## src/rtl/multicycle_ctrl_if.sv

```systemverilog
// multicycle_ctrl_if: controller <-> datapath bundle; master = controller, slave = datapath
interface multicycle_ctrl_if;
  logic [31:0] instr;
  logic [3:0]  alu_flags;
  logic        pc_write;
  logic        ir_write;
  logic        reg_write;
  logic        mem_write;
  logic        adr_src;
  logic        alu_src_a;
  logic [1:0]  alu_src_b;
  logic [1:0]  alu_control;
  logic [1:0]  result_src;
  logic        len_sel;
  logic [3:0]  state;
  modport master (
    input  instr, alu_flags,
    output pc_write, ir_write, reg_write, mem_write, adr_src, alu_src_a,
           alu_src_b, alu_control, result_src, len_sel, state
  );
  modport slave (
    output instr, alu_flags,
    input  pc_write, ir_write, reg_write, mem_write, adr_src, alu_src_a,
           alu_src_b, alu_control, result_src, len_sel, state
  );
endinterface

```

## src/rtl/multicycle_ctrl.sv

```systemverilog
// multicycle_ctrl: multicycle processor control FSM with NZCV flags and condition evaluation
// COND_EXEC_EN enables ARM conditional execution; without it every instruction executes.
module multicycle_ctrl (
  input logic             clk,
  input logic             rst_n,
  multicycle_ctrl_if.master bus
);
  localparam logic [3:0] FETCH  = 4'd0, DECODE = 4'd1, MEMADR = 4'd2, MEMRD  = 4'd3,
                         MEMWB  = 4'd4, MEMWR  = 4'd5, EXECR  = 4'd6, EXECI  = 4'd7,
                         ALUWB  = 4'd8, BRANCH = 4'd9;
  logic [3:0] state_q, state_d, flags_q, flags_d, cond, cmd;
  logic [1:0] op, dp_op;
  logic [5:0] funct;
  logic       cond_ok, is_cmp, pcw, irw, rw, mw, unused_bits;
  assign cond   = bus.instr[31:28];
  assign op     = bus.instr[27:26];
  assign funct  = bus.instr[25:20];
  assign cmd    = funct[4:1];
  assign is_cmp = cmd == 4'b1010;
  assign dp_op  = (cmd == 4'b0010 || is_cmp) ? 2'b01 :
                  cmd == 4'b0000 ? 2'b10 :
                  cmd == 4'b1100 ? 2'b11 : 2'b00;
`ifdef COND_EXEC_EN
  logic n, z, c, v;
  assign {n, z, c, v} = flags_q;
  assign unused_bits = ^{bus.instr[19:16], bus.instr[11:0]};
  always_comb begin
    case (cond)
      4'b0000: cond_ok = z;
      4'b0001: cond_ok = !z;
      4'b0010: cond_ok = c;
      4'b0011: cond_ok = !c;
      4'b0100: cond_ok = n;
      4'b0101: cond_ok = !n;
      4'b0110: cond_ok = v;
      4'b0111: cond_ok = !v;
      4'b1000: cond_ok = c && !z;
      4'b1001: cond_ok = !c || z;
      4'b1010: cond_ok = n == v;
      4'b1011: cond_ok = n != v;
      4'b1100: cond_ok = !z && (n == v);
      4'b1101: cond_ok = z || (n != v);
      4'b1110: cond_ok = 1'b1;
      default: cond_ok = 1'b0;
    endcase
  end
`else
  assign cond_ok     = 1'b1;
  assign unused_bits = ^{cond, flags_q, bus.instr[19:16], bus.instr[11:0]};
`endif
  always_ff @(posedge clk or negedge rst_n)
    if (!rst_n) begin
      state_q <= FETCH;
      flags_q <= 4'b0000;
    end else begin
      state_q <= state_d;
      flags_q <= flags_d;
    end
  always_comb begin
    state_d = FETCH;
    case (state_q)
      FETCH:  state_d = DECODE;
      DECODE: state_d = op == 2'b01 ? MEMADR :
                        op == 2'b00 ? (funct[5] ? EXECI : EXECR) :
                        op == 2'b10 ? BRANCH : FETCH;
      MEMADR: state_d = funct[0] ? MEMRD : MEMWR;
      MEMRD:  state_d = MEMWB;
      EXECR:  state_d = ALUWB;
      EXECI:  state_d = ALUWB;
      default: state_d = FETCH;
    endcase
  end
  assign flags_d = ((state_q == EXECR || state_q == EXECI) && (funct[0] || is_cmp) && cond_ok)
                   ? bus.alu_flags : flags_q;
  always_comb begin
    pcw             = 1'b0;
    irw             = 1'b0;
    rw              = 1'b0;
    mw              = 1'b0;
    bus.adr_src     = 1'b0;
    bus.alu_src_a   = 1'b0;
    bus.alu_src_b   = 2'b00;
    bus.alu_control = 2'b00;
    bus.result_src  = 2'b00;
    bus.len_sel     = 1'b0;
    case (state_q)
      FETCH: begin
        irw            = 1'b1;
        pcw            = 1'b1;
        bus.alu_src_a  = 1'b1;
        bus.alu_src_b  = 2'b10;
        bus.result_src = 2'b10;
      end
      DECODE: begin
        bus.alu_src_a  = 1'b1;
        bus.alu_src_b  = 2'b10;
        bus.result_src = 2'b10;
      end
      MEMADR: begin
        bus.alu_src_b = 2'b01;
        bus.len_sel   = 1'b1;
      end
      MEMRD: bus.adr_src = 1'b1;
      MEMWB: begin
        bus.result_src = 2'b01;
        rw             = cond_ok;
      end
      MEMWR: begin
        bus.adr_src = 1'b1;
        mw          = cond_ok;
      end
      EXECR: bus.alu_control = dp_op;
      EXECI: begin
        bus.alu_src_b   = 2'b01;
        bus.alu_control = dp_op;
      end
      ALUWB: begin
        rw  = cond_ok && !is_cmp;
        pcw = cond_ok && bus.instr[15:12] == 4'hF;
      end
      BRANCH: begin
        bus.alu_src_b  = 2'b01;
        bus.result_src = 2'b10;
        bus.len_sel    = 1'b1;
        pcw            = cond_ok;
      end
      default: ;
    endcase
  end
  // Write enables drop the moment reset asserts, independent of the clock.
  assign bus.pc_write  = pcw && rst_n;
  assign bus.ir_write  = irw && rst_n;
  assign bus.reg_write = rw && rst_n;
  assign bus.mem_write = mw && rst_n;
  assign bus.state     = state_q;
endmodule

```

## src/flat_wrapper.sv

```systemverilog
// flat-port wrapper written by rule: the top's interface ports become plain ports
module multicycle_ctrl_flat 
  (clk, rst_n, bus_instr, bus_alu_flags, bus_pc_write, bus_ir_write, bus_reg_write, bus_mem_write, bus_adr_src, bus_alu_src_a, bus_alu_src_b, bus_alu_control, bus_result_src, bus_len_sel, bus_state);
  multicycle_ctrl_if bus_i ();
  input logic clk;
  input logic rst_n;
  input wire logic [$bits(bus_i.instr)-1:0] bus_instr;
  input wire logic [$bits(bus_i.alu_flags)-1:0] bus_alu_flags;
  output wire logic [$bits(bus_i.pc_write)-1:0] bus_pc_write;
  output wire logic [$bits(bus_i.ir_write)-1:0] bus_ir_write;
  output wire logic [$bits(bus_i.reg_write)-1:0] bus_reg_write;
  output wire logic [$bits(bus_i.mem_write)-1:0] bus_mem_write;
  output wire logic [$bits(bus_i.adr_src)-1:0] bus_adr_src;
  output wire logic [$bits(bus_i.alu_src_a)-1:0] bus_alu_src_a;
  output wire logic [$bits(bus_i.alu_src_b)-1:0] bus_alu_src_b;
  output wire logic [$bits(bus_i.alu_control)-1:0] bus_alu_control;
  output wire logic [$bits(bus_i.result_src)-1:0] bus_result_src;
  output wire logic [$bits(bus_i.len_sel)-1:0] bus_len_sel;
  output wire logic [$bits(bus_i.state)-1:0] bus_state;
  assign bus_i.instr = bus_instr;
  assign bus_i.alu_flags = bus_alu_flags;
  assign bus_pc_write = bus_i.pc_write;
  assign bus_ir_write = bus_i.ir_write;
  assign bus_reg_write = bus_i.reg_write;
  assign bus_mem_write = bus_i.mem_write;
  assign bus_adr_src = bus_i.adr_src;
  assign bus_alu_src_a = bus_i.alu_src_a;
  assign bus_alu_src_b = bus_i.alu_src_b;
  assign bus_alu_control = bus_i.alu_control;
  assign bus_result_src = bus_i.result_src;
  assign bus_len_sel = bus_i.len_sel;
  assign bus_state = bus_i.state;
  multicycle_ctrl u_core (.clk(clk), .rst_n(rst_n), .bus(bus_i));
endmodule
```

## config.mk

```make
export PLATFORM = sky130hd
export DESIGN_NAME = multicycle_ctrl_flat
export DESIGN_NICKNAME = d
export VERILOG_FILES = /design/src/rtl/multicycle_ctrl_if.sv /design/src/rtl/multicycle_ctrl.sv /design/src/flat_wrapper.sv
export SDC_FILE = /design/constraint.sdc
export NUM_CORES = 1
export LEC_CHECK = 0
export ABC_CLOCK_PERIOD_IN_PS = 1480
export BUFFER_PORTS_ARGS = -buffer_cell sky130_fd_sc_hd__clkbuf_2
export CORE_MARGIN = 10
export CORE_UTILIZATION = 26
export CTS_CLUSTER_SIZE = 20
export DETAILED_ROUTE_END_ITERATION = 8
export PLACE_DENSITY = 0.78
export SETUP_SLACK_MARGIN = 0.4
export SKIP_LAST_GASP = 1
export SLEW_MARGIN = 10
export SYNTH_ARGS = -nofsm -noshare
export SYNTH_HDL_FRONTEND = slang
export SYNTH_SLANG_ARGS = --single-unit
```

## constraint.sdc

```tcl
create_clock -name clk -period 1.48 [get_ports clk]
set_input_delay 0.444 -clock clk [delete_from_list [all_inputs] [get_ports clk]]
set_output_delay 0.444 -clock clk [all_outputs]
set_load 0.005 [all_outputs]
```

== Yosys cells after proc, flatten, opt, wreduce, memory -nomap -nowiden ==
Cells that the tools add are included.

* Logic and storage cells: 51
* Bits in registers: 4
* Bits of input ports: 38

* Mux-type cells: 19
* Equality and inequality tests: 15
* Reduce and logical (&&, ||, !) cells: 16

{| class="wikitable"
|+ Operator list
! operator !! number
|-
| $eq 4x4->1 const B || 5
|-
| $pmux 4 s5 || 1
|-
| $eq 4x3->1 const B || 4
|-
| $eq 4x2->1 const B || 3
|-
| $mux 4 || 3
|-
| $reduce_or 2->1 || 5
|-
| $logic_not 4->1 || 2
|-
| $mux 2 || 4
|-
| $pmux 2 s2 || 2
|-
| $mux 1 || 6
|-
| $reduce_or 3->1 || 2
|-
| $eq 4x1->1 const B || 1
|-
| $logic_and 1x1->1 || 4
|-
| $pmux 1 s2 || 2
|-
| $mux 3 || 1
|-
| $eq 2x1->1 const B || 1
|-
| $eq 2x2->1 const B || 1
|-
| $logic_not 2->1 || 1
|-
| $logic_not 1->1 || 1
|-
| $logic_or 1x1->1 || 1
|}

== Logic depth before layout (Yosys ltp) ==
* Depth after elaboration: 5
* Depth in mapped cells: 4
* Depth with buffers taken out: 3

== Worst setup path after synthesis ==
Ideal clock, no wire load.

* Path type: reg2out
* Start point: register u_core.state_q[3] (netlist: u_core.bus.state[3])
* End point: output port bus_alu_src_b[0]
* Path slack: -0.049 ns
* Buffers on the path: 0
* Data arrival time: 1.085 ns
* Cell stages (with the launch flop): 4
* Cells stage by stage: dfrtp_1 or3b_1 a21oi_2 a31o_1

* Cells in the longest elaborated chain, start to end: 3
* Elaborated cells on any way between the ends: 8
* Those cells by class: 4 x eq/ne; 1 x mux; 3 x reduce/logical

{| class="wikitable"
|+ Ends and longest elaborated chain
! element !! RTL line !! text
|-
| from (decl) || multicycle_ctrl.sv:11 || <nowiki>logic [3:0] state_q, state_d, flags_q, flags_d, cond, cmd;</nowiki>
|-
| from (signal assigned) || multicycle_ctrl.sv:56 || <nowiki>state_q <= state_d;</nowiki>
|-
| $eq 4x4->1 (tied with other cells) || multicycle_ctrl.sv:86 || <nowiki>case (state_q)</nowiki>
|-
| $reduce_or 3->1 (no source line) or $reduce_or 2->1 (tied branches) || n/a ||
|-
| $pmux 2 s2 (*) || multicycle_ctrl.sv:86 ||
|-
| to (decl) || flat_wrapper.sv:15 || <nowiki>output wire logic [$bits(bus_i.alu_src_b)-1:0] bus_alu_src_b;</nowiki>
|}

Every way passes the cells marked *; elsewhere a longest branch is shown, timed or not.

== Worst setup path after layout ==
* Start point: register u_core.state_q[0] (netlist: u_core.bus.state[0])
* End point: output port bus_alu_src_b[0]

The elaborated chain is that of the path after synthesis.

==> flow_metrics.env <==
export IMPL_period_needed_ps=1850
export IMPL_cp_end_kind="primary output"
export IMPL_worst_slack_ps=-367
export IMPL_grt_setup_unrepaired="yes"
export IMPL_drtPass1Iterations=3
export IMPL_layout_common_cells="22 x clkbuf_2, 22 x buf_4, 8 x buf_6"
export IMPL_setup_worst_path_class="reg -> out"
export IMPL_crit_path_cell_trace="or3b_1 -> a21oi_2 -> a31o_1 -> clkbuf_2"
export IMPL_antenna_found_initial=0
export IMPL_hold_viol=0
export IMPL_synth_seq_cells=4
export IMPL_synth_avg_cell_area_um2=7.48
export IMPL_gr_usage_all_layers_pct=9.28
export IMPL_dp_cells=109
export IMPL_synth_area_top_cells="dfrtp_1 26%, nor2_1 7.9%, nand3b_1 5.9%"
export IMPL_start_util_pct=28.3
export IMPL_status="complete, but fails checks"
export IMPL_cts_buffers_inserted=3
export IMPL_drt_total_wl_um=1720
export IMPL_relSlewSlack_pct=82.0
export IMPL_fill_cells=111
export IMPL_slew_viol_final=0
export IMPL_p_leak_nw=0.470
export IMPL_largest_reg_flops=4
export IMPL_cts_sinks=4
export IMPL_final_nets=150
export IMPL_detailed_place_hpwl_um=1280
export IMPL_die_y_um=58.3
export IMPL_post_route_period_util_pct=125
export IMPL_netlist_cell_type_count=25
export IMPL_violations="negative setup slack"
export IMPL_num_antenna_cells=0
export IMPL_critPathMaxStageDelay_ps=390
export IMPL_drive_gt1_share_pct=78.2
export IMPL_max_slew_worst_pin_slew_ps=267
export IMPL_drtAntennaViolNets=0
export IMPL_critPathLaunchType="flop"
export IMPL_hold_class="in -> async"
export IMPL_seq_area_frac_synth_pct=26.2
export IMPL_cp_arrival_ps=1400
export IMPL_vias_per_cell=4.84
export IMPL_fin_area_um2=937
export IMPL_dieArea_mm2=0.00340
export IMPL_htreeDepth=1
export IMPL_power_density_mw_per_mm2=1910
export IMPL_slowest_stage="or3b_1"
export IMPL_drtIter0Drc=2
export IMPL_io_pin_count=55
export IMPL_gp_congestion=0.746
export IMPL_crit_required_ps=1040
export IMPL_grt_pass1_wl_um=2590
export IMPL_max_cap_viol_count=0
export IMPL_area_growth_pct=146
export IMPL_critPathMaxFanout=3
export IMPL_clockBufferDepth=2
export IMPL_port_buffers=30
export IMPL_synthCells=51
export IMPL_cts_tree="done"
export IMPL_path_clk_slew_ps=40
export IMPL_overflow=0
export IMPL_rows=13
export IMPL_fmax_mhz=541
export IMPL_fin_skew_ps=5.08
export IMPL_dpl_worst_slack_ps=-153
export IMPL_ir_worst_vdd_uv=1070
export IMPL_placed_area_um2=727
export IMPL_setup_viol_count_final=14
export IMPL_insertion_delay_ps=230
export IMPL_finish_utilization_pct=69.4
export IMPL_core_area_mm2=0.00135
export IMPL_grt_pass1_vias=629
export IMPL_synth_largest_area_cell="dfrtp_1"
export IMPL_ys_warn_count=0
export IMPL_grt_max_degree=11
export IMPL_final_instance_count_excl_fill=125
export IMPL_whs_ps=139
export IMPL_syn_num_nets=89
export IMPL_wl_per_cell_um=13.7
export IMPL_drc=0
export IMPL_vias=605
export IMPL_synth_top_area_share_pct=26.2
export IMPL_clockRootBuffer="clkbuf_4"
export IMPL_die_x_um=58.3
export IMPL_synth_area_um2=382
-- metrics by stage --
| stage | TNS (ps) | power (mW) |
|---|---|---|
| global route | -4800 | 1.94 |
| CTS | -3810 | 1.66 |
| finish | -3720 | 1.79 |
| global placement | -400 | 1.22 |
| floorplan | -48.8 | 0.794 |
| detailed placement | -561 | 1.26 |
-- logic make-up (layout without fill, tap and decap cells) --
kind of cell / after synthesis / after routing / share of synthesized area [%]
AOI/OAI and AO/OA: 10 / 10 / 17.1
DFF: 4 / 4 / 26.2
buffers and inverters: 3 / 62 / 3.61
muxes: 1 / 1 / 2.95
xor gates and xnor gates: 2 / 2 / 4.59
and+or+nand+nor: 31 / 31 / 45.6
-- repair_timing --
| item | CTS | global route |
|---|---|---|
| setup endpoints to repair | 21 | 21 |
| pin swaps | 6 | 6 |
| buffers inserted | 9 | 4 |
| gates resized for setup | 13 | 15 |
| cloned | 0 | 0 |
| hold buffers | 0 | 0 |
-- path summary, 6_finish.rpt --
check,to,depth (start not counted),slack [ps],startpoint
max reg2reg,u_core.bus.state[3],7,40,u_core.bus.state[3]
max in group asynchronous,u_core.bus.state[1],2,1230,rst_n
min reg2reg,u_core.bus.state[0],3,720,u_core.bus.state[0]
max,bus_alu_src_b[0],4,-370,u_core.bus.state[0]
min in group clk,u_core.bus.state[1],3,480,bus_instr[20]
min,u_core.bus.state[3],2,140,rst_n
-- where the power goes --
group | switching, mW | leakage [nW] | internal, mW
registers | 0.0466 | 0.0488 | 0.160
logic | 0.617 | 0.407 | 0.837
clock network | 0.0411 | 0.0138 | 0.0904
total | 0.705 | 0.470 | 1.09
-- final cells by class --
cell class | count | area [um^2] | share of cell area (%)
multi-input combinational | 44 | 393 | 41.9
clock buffer | 3 | 22.5 | 2.40
timing repair buffer | 59 | 400 | 42.7
sequential | 4 | 103 | 10.9
tap | 15 | 18.8 | 2.00
-- cells in the mapped netlist --
cell,count
nor2b_1,3
nor2_1,8
nand4_1,1
nor3_1,4
o21ai_0,2
and2b_1,1
mux2_2,1
clkbuf_1,1
or2_1,1
a22o_1,1
nand2_1,4
and2_1,1
nand2b_1,1
nand3b_1,3
a21oi_2,1
or2b_1,1
dfrtp_1,4
xor2_1,2
nand4bb_1,1
buf_2,2
a2111oi_0,1
a31o_1,1
a21oi_1,4
nor3b_1,1
or3b_1,1
-- critical path, delay by kind of cell (launching register included) --
kind | cells | cell delay, ps
and+or+nand+nor | 1 | 390
AOI/OAI and AO/OA | 2 | 280
buffers and inverters | 1 | 110
DFF | 1 | 380
-- layer usage --
| layer | global-route usage (%) | share of wire [%] | up-vias |
|---|---|---|---|
| li1 | - | - | 300 |
| met1 | 7.68 | 33 | 281 |
| met2 | 18.2 | 55 | 22 |
| met3 | 4.72 | 11 | 2 |
| met4 | 3.02 | 0.52 | 0 |
| met5 | 0 | 0 | - |
(Power assumes the default switching activity.)
